**config.mk**
```make
export PLATFORM = sky130hd
export DESIGN_NAME = lut_neuron_cfg
export DESIGN_NICKNAME = d
export VERILOG_FILES = /design/src/rtl/lut_neuron_cfg.sv
export SDC_FILE = /design/constraint.sdc
export NUM_CORES = 1
export LEC_CHECK = 0
export BUFFER_PORTS_ARGS = -buffer_cell sky130_fd_sc_hd__buf_2
export CORE_MARGIN = 2
export CORE_UTILIZATION = 58
export CTS_BUF_LIST = sky130_fd_sc_hd__clkbuf_8
export DETAILED_ROUTE_END_ITERATION = 7
export PLACE_DENSITY = 0.87
export SETUP_SLACK_MARGIN = 0.2
export SLEW_MARGIN = 15
export SYNTH_ARGS = -nofsm -noshare
export SYNTH_HDL_FRONTEND = slang
export SYNTH_SLANG_ARGS = --single-unit
```
**constraint.sdc**
```tcl
create_clock -name clk -period 2 [get_ports clk]
set_clock_uncertainty 0.15 [all_clocks]
set_input_delay 0.5 -clock clk [delete_from_list [all_inputs] [get_ports clk]]
set_output_delay 0.5 -clock clk [all_outputs]
set_load 0.01 [all_outputs]
```
**src/rtl/lut_neuron_cfg.sv**
```systemverilog
// lut_neuron_cfg -- loadable lookup-table neuron.
//
// A DEPTH = 2**IN_BITS entry table of OUT_BITS-wide values is streamed in over
// the cfg_* port. Once a correctly framed load completes, the block answers
// lookups on the in_*/out_* ports with a one-cycle latency.
//
// Ports
//   clk, rst        sole clock; synchronous active-high reset
//   cfg_valid/ready load-entry handshake (ready high in EMPTY and LOAD)
//   cfg_data        entry written at the current write pointer
//   cfg_last        marks the final entry of a load
//   cfg_clear       one-cycle pulse: drop table, in-flight result, go to EMPTY
//   cfg_done        high while the table is loaded (RUN)
//   cfg_err         sticky load-framing error
//   in_valid/ready  lookup request handshake, in_data = lookup address
//   out_valid/ready lookup result handshake, out_data = table entry
//   dbg_state       current FSM state (EMPTY=0, LOAD=1, RUN=2)
//   rb_addr/rb_data registered table readback, present only when the macro
//                   LUT_NEURON_CFG_READBACK_EN is defined
//
// Handshake semantics (all three ports): a transfer happens on a rising edge
// where valid and ready are both high. A producer holding valid high keeps its
// payload stable until the transfer; out_valid/out_data are held while
// out_ready is low. ready may depend combinationally on the partner's ready
// (in_ready uses out_ready) but never on the same port's valid.

module lut_neuron_cfg #(
  parameter int IN_BITS  = 6,
  parameter int OUT_BITS = 2
) (
  input  logic                clk,
  input  logic                rst,
`ifdef LUT_NEURON_CFG_READBACK_EN
  input  logic [IN_BITS-1:0]  rb_addr,
  output logic [OUT_BITS-1:0] rb_data,
`endif
  input  logic                cfg_valid,
  output logic                cfg_ready,
  input  logic [OUT_BITS-1:0] cfg_data,
  input  logic                cfg_last,
  input  logic                cfg_clear,
  output logic                cfg_done,
  output logic                cfg_err,
  input  logic                in_valid,
  output logic                in_ready,
  input  logic [IN_BITS-1:0]  in_data,
  output logic                out_valid,
  input  logic                out_ready,
  output logic [OUT_BITS-1:0] out_data,
  output logic [1:0]          dbg_state
);

  localparam int DEPTH = 2**IN_BITS;
  localparam logic [IN_BITS-1:0] LAST_ADDR = IN_BITS'(DEPTH - 1);

  localparam logic [1:0] EMPTY = 2'd0;
  localparam logic [1:0] LOAD  = 2'd1;
  localparam logic [1:0] RUN   = 2'd2;

  logic [1:0]          state;
  logic [IN_BITS-1:0]  wptr;
  logic [OUT_BITS-1:0] mem [DEPTH];

  logic cfg_fire;
  logic in_fire;
  logic at_end;
  logic frame_ok;

  assign cfg_ready = (state != RUN);
  assign cfg_done  = (state == RUN);
  assign in_ready  = (state == RUN) && (!out_valid || out_ready);
  assign dbg_state = state;

  // cfg_clear overrides any transfer presented in the same cycle.
  assign cfg_fire = cfg_valid && cfg_ready && !cfg_clear;
  assign in_fire  = in_valid && in_ready && !cfg_clear;

  // A load is well framed only when cfg_last coincides with the final address.
  assign at_end   = (wptr == LAST_ADDR);
  assign frame_ok = (cfg_last == at_end);

  // Load FSM. EMPTY is always entered with wptr = 0, so the first entry of a
  // load lands at address 0 without special casing.
  always_ff @(posedge clk) begin
    if (rst) begin
      state   <= EMPTY;
      wptr    <= '0;
      cfg_err <= 1'b0;
    end else if (cfg_clear) begin
      state <= EMPTY;
      wptr  <= '0;
    end else if (cfg_fire) begin
      // First accepted entry of a new load clears a stale error; a framing
      // error on that same entry re-sets it below.
      if (state == EMPTY) cfg_err <= 1'b0;
      if (!frame_ok) begin
        state   <= EMPTY;
        wptr    <= '0;
        cfg_err <= 1'b1;
      end else if (at_end) begin
        state <= RUN;
        wptr  <= '0;
      end else begin
        state <= LOAD;
        wptr  <= wptr + IN_BITS'(1);
      end
    end
  end

  // Table storage has no reset; its contents only matter after a full load.
  always_ff @(posedge clk) begin
    if (cfg_fire && !rst) mem[wptr] <= cfg_data;
  end

  // One-deep output register: a new lookup may enter in the same cycle the
  // held result is accepted, giving one result per cycle.
  always_ff @(posedge clk) begin
    if (rst) begin
      out_valid <= 1'b0;
      out_data  <= '0;
    end else if (cfg_clear) begin
      out_valid <= 1'b0;
    end else if (in_fire) begin
      out_valid <= 1'b1;
      out_data  <= mem[in_data];
    end else if (out_ready) begin
      out_valid <= 1'b0;
    end
  end

`ifdef LUT_NEURON_CFG_READBACK_EN
  always_ff @(posedge clk) begin
    if (rst) rb_data <= '0;
    else     rb_data <= mem[rb_addr];
  end
`endif

endmodule

```
# Word-level counts from Yosys, hierarchy flattened
# Memory sizes are Yosys's and may differ from the RTL's. A register that Yosys moved wholly into a read port is not among the register bits.
# Cells that the tools add are included.
[classes]
addsub = 1
n_eq_ne = 5
n_mux = 10
n_bitwise = 1
reduce_logical = 15
[ops]
columns = ["operator", "n"]
rows = [
  ["6-bit 2-to-1 mux", 2],
  ["6-bit by 1-bit adder with 6-bit output, second input constant", 1],
  ["6-bit == test, second input constant", 1],
  ["1-bit logical AND", 6],
  ["1-bit 2-to-1 mux", 6],
  ["2-bit 2-to-1 mux", 2],
  ["1-bit zero test", 3],
  ["3-bit AND reduction", 1],
  ["2-bit == test, second input constant", 1],
  ["2-bit zero test", 1],
  ["2-bit by 1-bit inequality test with 1-bit output, second input constant", 1],
  ["2-bit inequality test, second input constant", 1],
  ["2-bit AND reduction", 1],
  ["2-bit nonzero test", 1],
  ["2-bit OR reduction", 1],
  ["1-bit == test", 1],
  ["1-bit logical OR", 1],
  ["1-bit NOT", 1],
]
[totals]
regBits = 10
mem_bits_rw = 128
inputBits = 15
elab_cells = 37
memories = 1
[memory_table]
columns = ["memory", "words", "word_bits", "rd", "rd_ports_with_merged_regs", "wr", "line", "rtl"]
rows = [
  ["mem", 64, 2, 1, 1, 1, "62", "logic [OUT_BITS-1:0] mem [DEPTH];"],
]

# Depth between registers and ports, before layout
[depth]
word_depth = 6
ltp_mapped = 9
depth_no_buf = 8

# Worst setup path after synthesis
# Ideal clock, no wire load.
[synth_timing]
path_kind = "register to register"
from = "register state[0] (netlist: dbg_state[0])"
to = "memory mem[56][0] (enable)"
arrival_time_ps = 1618
required_ps = 1538
slack_ps = -80
path_stages_with_launch = 6
path_buffers = 0
period_less_slack_ps = 2080
path_cell_list = "dfxtp_1 -> or2b_2 -> inv_1 -> nor3b_1 -> nand4_1 -> nor2_1"
[synth_via]
elab_chain_len = 6
[synth_lines]
columns = ["element", "line", "rtl"]
rows = [
  ["start: declaration", "60", "logic [1:0] state;"],
  ["start signal: assignment", "86", "state <= EMPTY;"],
  ["start signal: assignment", "90", "state <= EMPTY;"],
  ["start signal: assignment", "97", "state <= EMPTY;"],
  ["2-bit inequality test", "69", "assign cfg_ready = (state != RUN);"],
  ["named net cfg_ready", "38", "output logic cfg_ready,"],
  ["1-bit logical AND (2 in a row)", "75", "assign cfg_fire = cfg_valid && cfg_ready && !cfg_clear;"],
  ["1-bit logical AND", "112", "if (cfg_fire && !rst) mem[wptr] <= cfg_data;"],
  ["1-bit 2-to-1 mux", "112", ""],
  ["1-bit 2-to-1 mux (implied by the code)", "112", ""],
  ["end: declaration", "62", ""],
]
# The timed path passes the listed nets, and every way through them passes these cells.

# Worst setup path after layout
[layout_timing]
from = "register state[1] (netlist: dbg_state[1])"
to = "output in_ready"
[layout_via]
elab_chain_len = 2
[layout_lines]
columns = ["element", "line", "rtl"]
rows = [
  ["2-bit == test", "71", "assign in_ready = (state == RUN) && (!out_valid || out_ready);"],
  ["1-bit logical AND", "71", ""],
  ["end: declaration", "45", "output logic in_ready,"],
]
# Every way passes these cells.

==> results.txt <==
Setup CP Type -> register to output port
#FFs+latches synth -> 140
CP required -> 1.35 ns
Hold_ws -> 0.168 ns
Min-delay worst type -> primary input to register
Gr usage total -> 0.252
Initial antenna violation count -> 0
DP Worst Slack -> -0.262 ns
Row count -> 37
RSZ-0062 raised after global routing -> yes
Hold-fix buffers, CTS -> 0
Antenna Cells -> 0
Worst setup SP type -> register
CTS root buffer -> clkbuf_8
Gate Count Post-Synth -> 408
HPWL Detailed -> 8.49 mm
Peak VDD IR -> 0.464 mV
Clock net sink count -> 140
Slew at the pin closest to its max-slew limit -> 1.09 ns
CP max stage cell -> dfxtp_2
Routed len/inst -> 23.2 µm
NumNets Final -> 506
Slew headroom -> 0.273
XOR/XNOR share of the synthesized area -> 0
Drt drc -> 0
Vias after detailed routing -> 3947
Avg Inst Size Synth -> 14.9 µm²
Ys async rst share -> 0
Ports -> 24
Global-route wire length before repair -> 20.8 mm
GR Overflow Total -> 0
Mux contribution to synthesized area -> 0.126
Post-synth top flop -> edfxtp_1
DR vias/cell -> 6.20
Pwr per Cell Area -> 712 mW/mm²
Syn nets -> 426
Synthesis-to-layout area growth -> 28.6%
Top delay family on crit path -> flip-flops
DIE AREA -> 0.0113 mm²
Clk buf depth -> 2
Crit path cell chain -> or2b_4 -> a21oi_2 -> buf_2
Min setup slack post-route -> 0.000179 ns
Final Setup Violations -> 0
Period Utilization, post-route -> 1.00
Vias in the first global route -> 3940
H-tree levels -> 4
Crit path capture type -> output port
Die W -> 106 µm
Placed insts -> 586
LEAKAGE -> 2.53 nW
Core box area -> 0.0102 mm²
Slowest stage delay, CP -> 0.36 ns
Port buffer count -> 23
Largest family of logic cells by synthesized area -> multiplexers
Most frequent cells in the layout -> edfxtp_1, nor2_4, buf_4, buf_2, mux4_2
Post-synthesis compound-gate area fraction -> 0.0460
Worst Path Buf+Inv -> 1
Max-cap violation count -> 0
Non-filler cells in the finished layout -> 637
Crit-path max FO -> 4
Clk Latency, worst-skew pair -> 0.44 ns
Register area share after synthesis -> 0.674
DR iter-0 viols -> 416
Number of warnings issued by yosys -> 0
Simple-gate share of the synthesized area -> 0.118
Minimum clock period -> 2.00 ns
Starting Density -> 0.593
Largest net degree at the start of global routing -> 65
Layout cells sized above 1 -> 0.481
Detail Route Antenna Nets -> 0
Max-slew violations -> 0
Status -> complete, no violations
WP data arrival -> 1.35 ns
Chip height -> 106 µm
Clk slew on worst S/H paths -> 0.08 ns
Number of flops mapped to enable cells by yosys -> 128
TritonCTS clock tree -> done
Netlist cell types -> 43
CTS Buf Count -> 17
Routed wire length -> 14.8 mm
Synth Area in Adders -> 0.00619
F_max -> 500 MHz
Fin. Hold Viols -> 0
Commonest non-fill, non-tap cell in the layout -> edfxtp_1
Syn Std Cell Area -> 0.00606 mm²
First-pass DRT Iterations -> 5
Filler instances -> 568
Routability cong. -> 0.851
synthesized netlist by cell type, types with 7 or more instances:
master	n	area (µm²)
a21oi_1	9	45.0
clkbuf_1	15	56.3
dfxtp_1	12	240
edfxtp_1	128	3840
mux2i_1	16	160
mux4_1	14	368
mux4_2	10	225
nand2_1	18	67.6
nand3_1	17	85.1
nand3b_1	7	52.6
nor2_1	80	300
nor2b_1	11	68.8
cell families (layout without fill, tap and decap cells):
kind of cell,count (synthesis),in the layout
multiplexers,41,41
adder cells (fa/ha/maj),3,3
AND/OR/NAND/NOR,155,155
buffers and inverters,31,124
AO/OA/AOI/OAI,38,38
flip-flops,140,140
state kept, by name, indices dropped and copies added (netlist names):
name / cells
mem: 128
out_valid: 1
cfg_err: 1
out_data: 2
wptr: 6
dbg_state: 2
worst paths after layout:
path	slack, ns	cells past startpoint	startpoint	end
min reg2reg	0.38	2	cfg_err$_SDFFE_PP0P_	cfg_err$_SDFFE_PP0P_
max reg2reg	0.04	6	dbg_state[1]$_SDFFE_PP0P_	mem[58][1]$_DFFE_PP_
max	0.0002	3	dbg_state[1]$_SDFFE_PP0P_	in_ready
min	0.17	3	in_valid	out_valid$_SDFFE_PP0P_
worst reg2reg max path, stage by stage, from the launching register on:
cell     delay (ns)
dfxtp_2        0.34
or2b_4         0.23
inv_4          0.05
nor3b_4        0.35
nand4_1        0.22
buf_12         0.22
nor2_4         0.12
per-layer routing:
layer  track usage  wire length [µm]  up-vias
met5             0                 0        -
met4         0.132               566        0
met3        0.0582              1050       54
met2         0.417              7770      210
met1         0.310              5380     1964
li1              -                 -     1719
report_power, final:
| part | switching (mW) | total, mW | internal (mW) |
|---|---|---|---|
| clock | 1.02 | 1.95 | 0.932 |
| sequential | 0.00416 | 3.20 | 3.19 |
| combinational | 0.224 | 0.401 | 0.176 |
| total | 1.25 | 5.55 | 4.30 |
stage by stage:
stage / setup TNS, ns / cell area, µm² / util / total power [mW]
final: 0 / 7800 / 0.762 / 5.55
after global routing: -0.125 / 7800 / 0.762 / 5.71
after CTS: -0.0166 / 7290 / 0.712 / 5.48
after detailed placement: -1.56 / 6580 / 0.643 / 3.59
after global placement: -0.631 / 6580 / 0.643 / 3.58
after floorplan: 0 / 6120 / - / 3.46
what timing repair did:
item	in CTS	in global routing
hold endpoints to repair	0	0
resized for setup	96	109
setup endpoints to repair	130	133
pin swaps	13	46
buffers inserted	8	11
gates cloned	0	0
final cells by class:
class | instances | area [µm²] | share of cell area
timing repair buffer | 86 | 716 | 0.0918
sequential | 140 | 4090 | 0.525
inverter | 6 | 25.0 | 0.00321
clock buffer | 17 | 234 | 0.0300
tap | 136 | 170 | 0.0218
multi-input combinational | 237 | 2470 | 0.317
clock inverter | 15 | 92.6 | 0.0119
No activity file was read; power rests on OpenSTA's default activity.
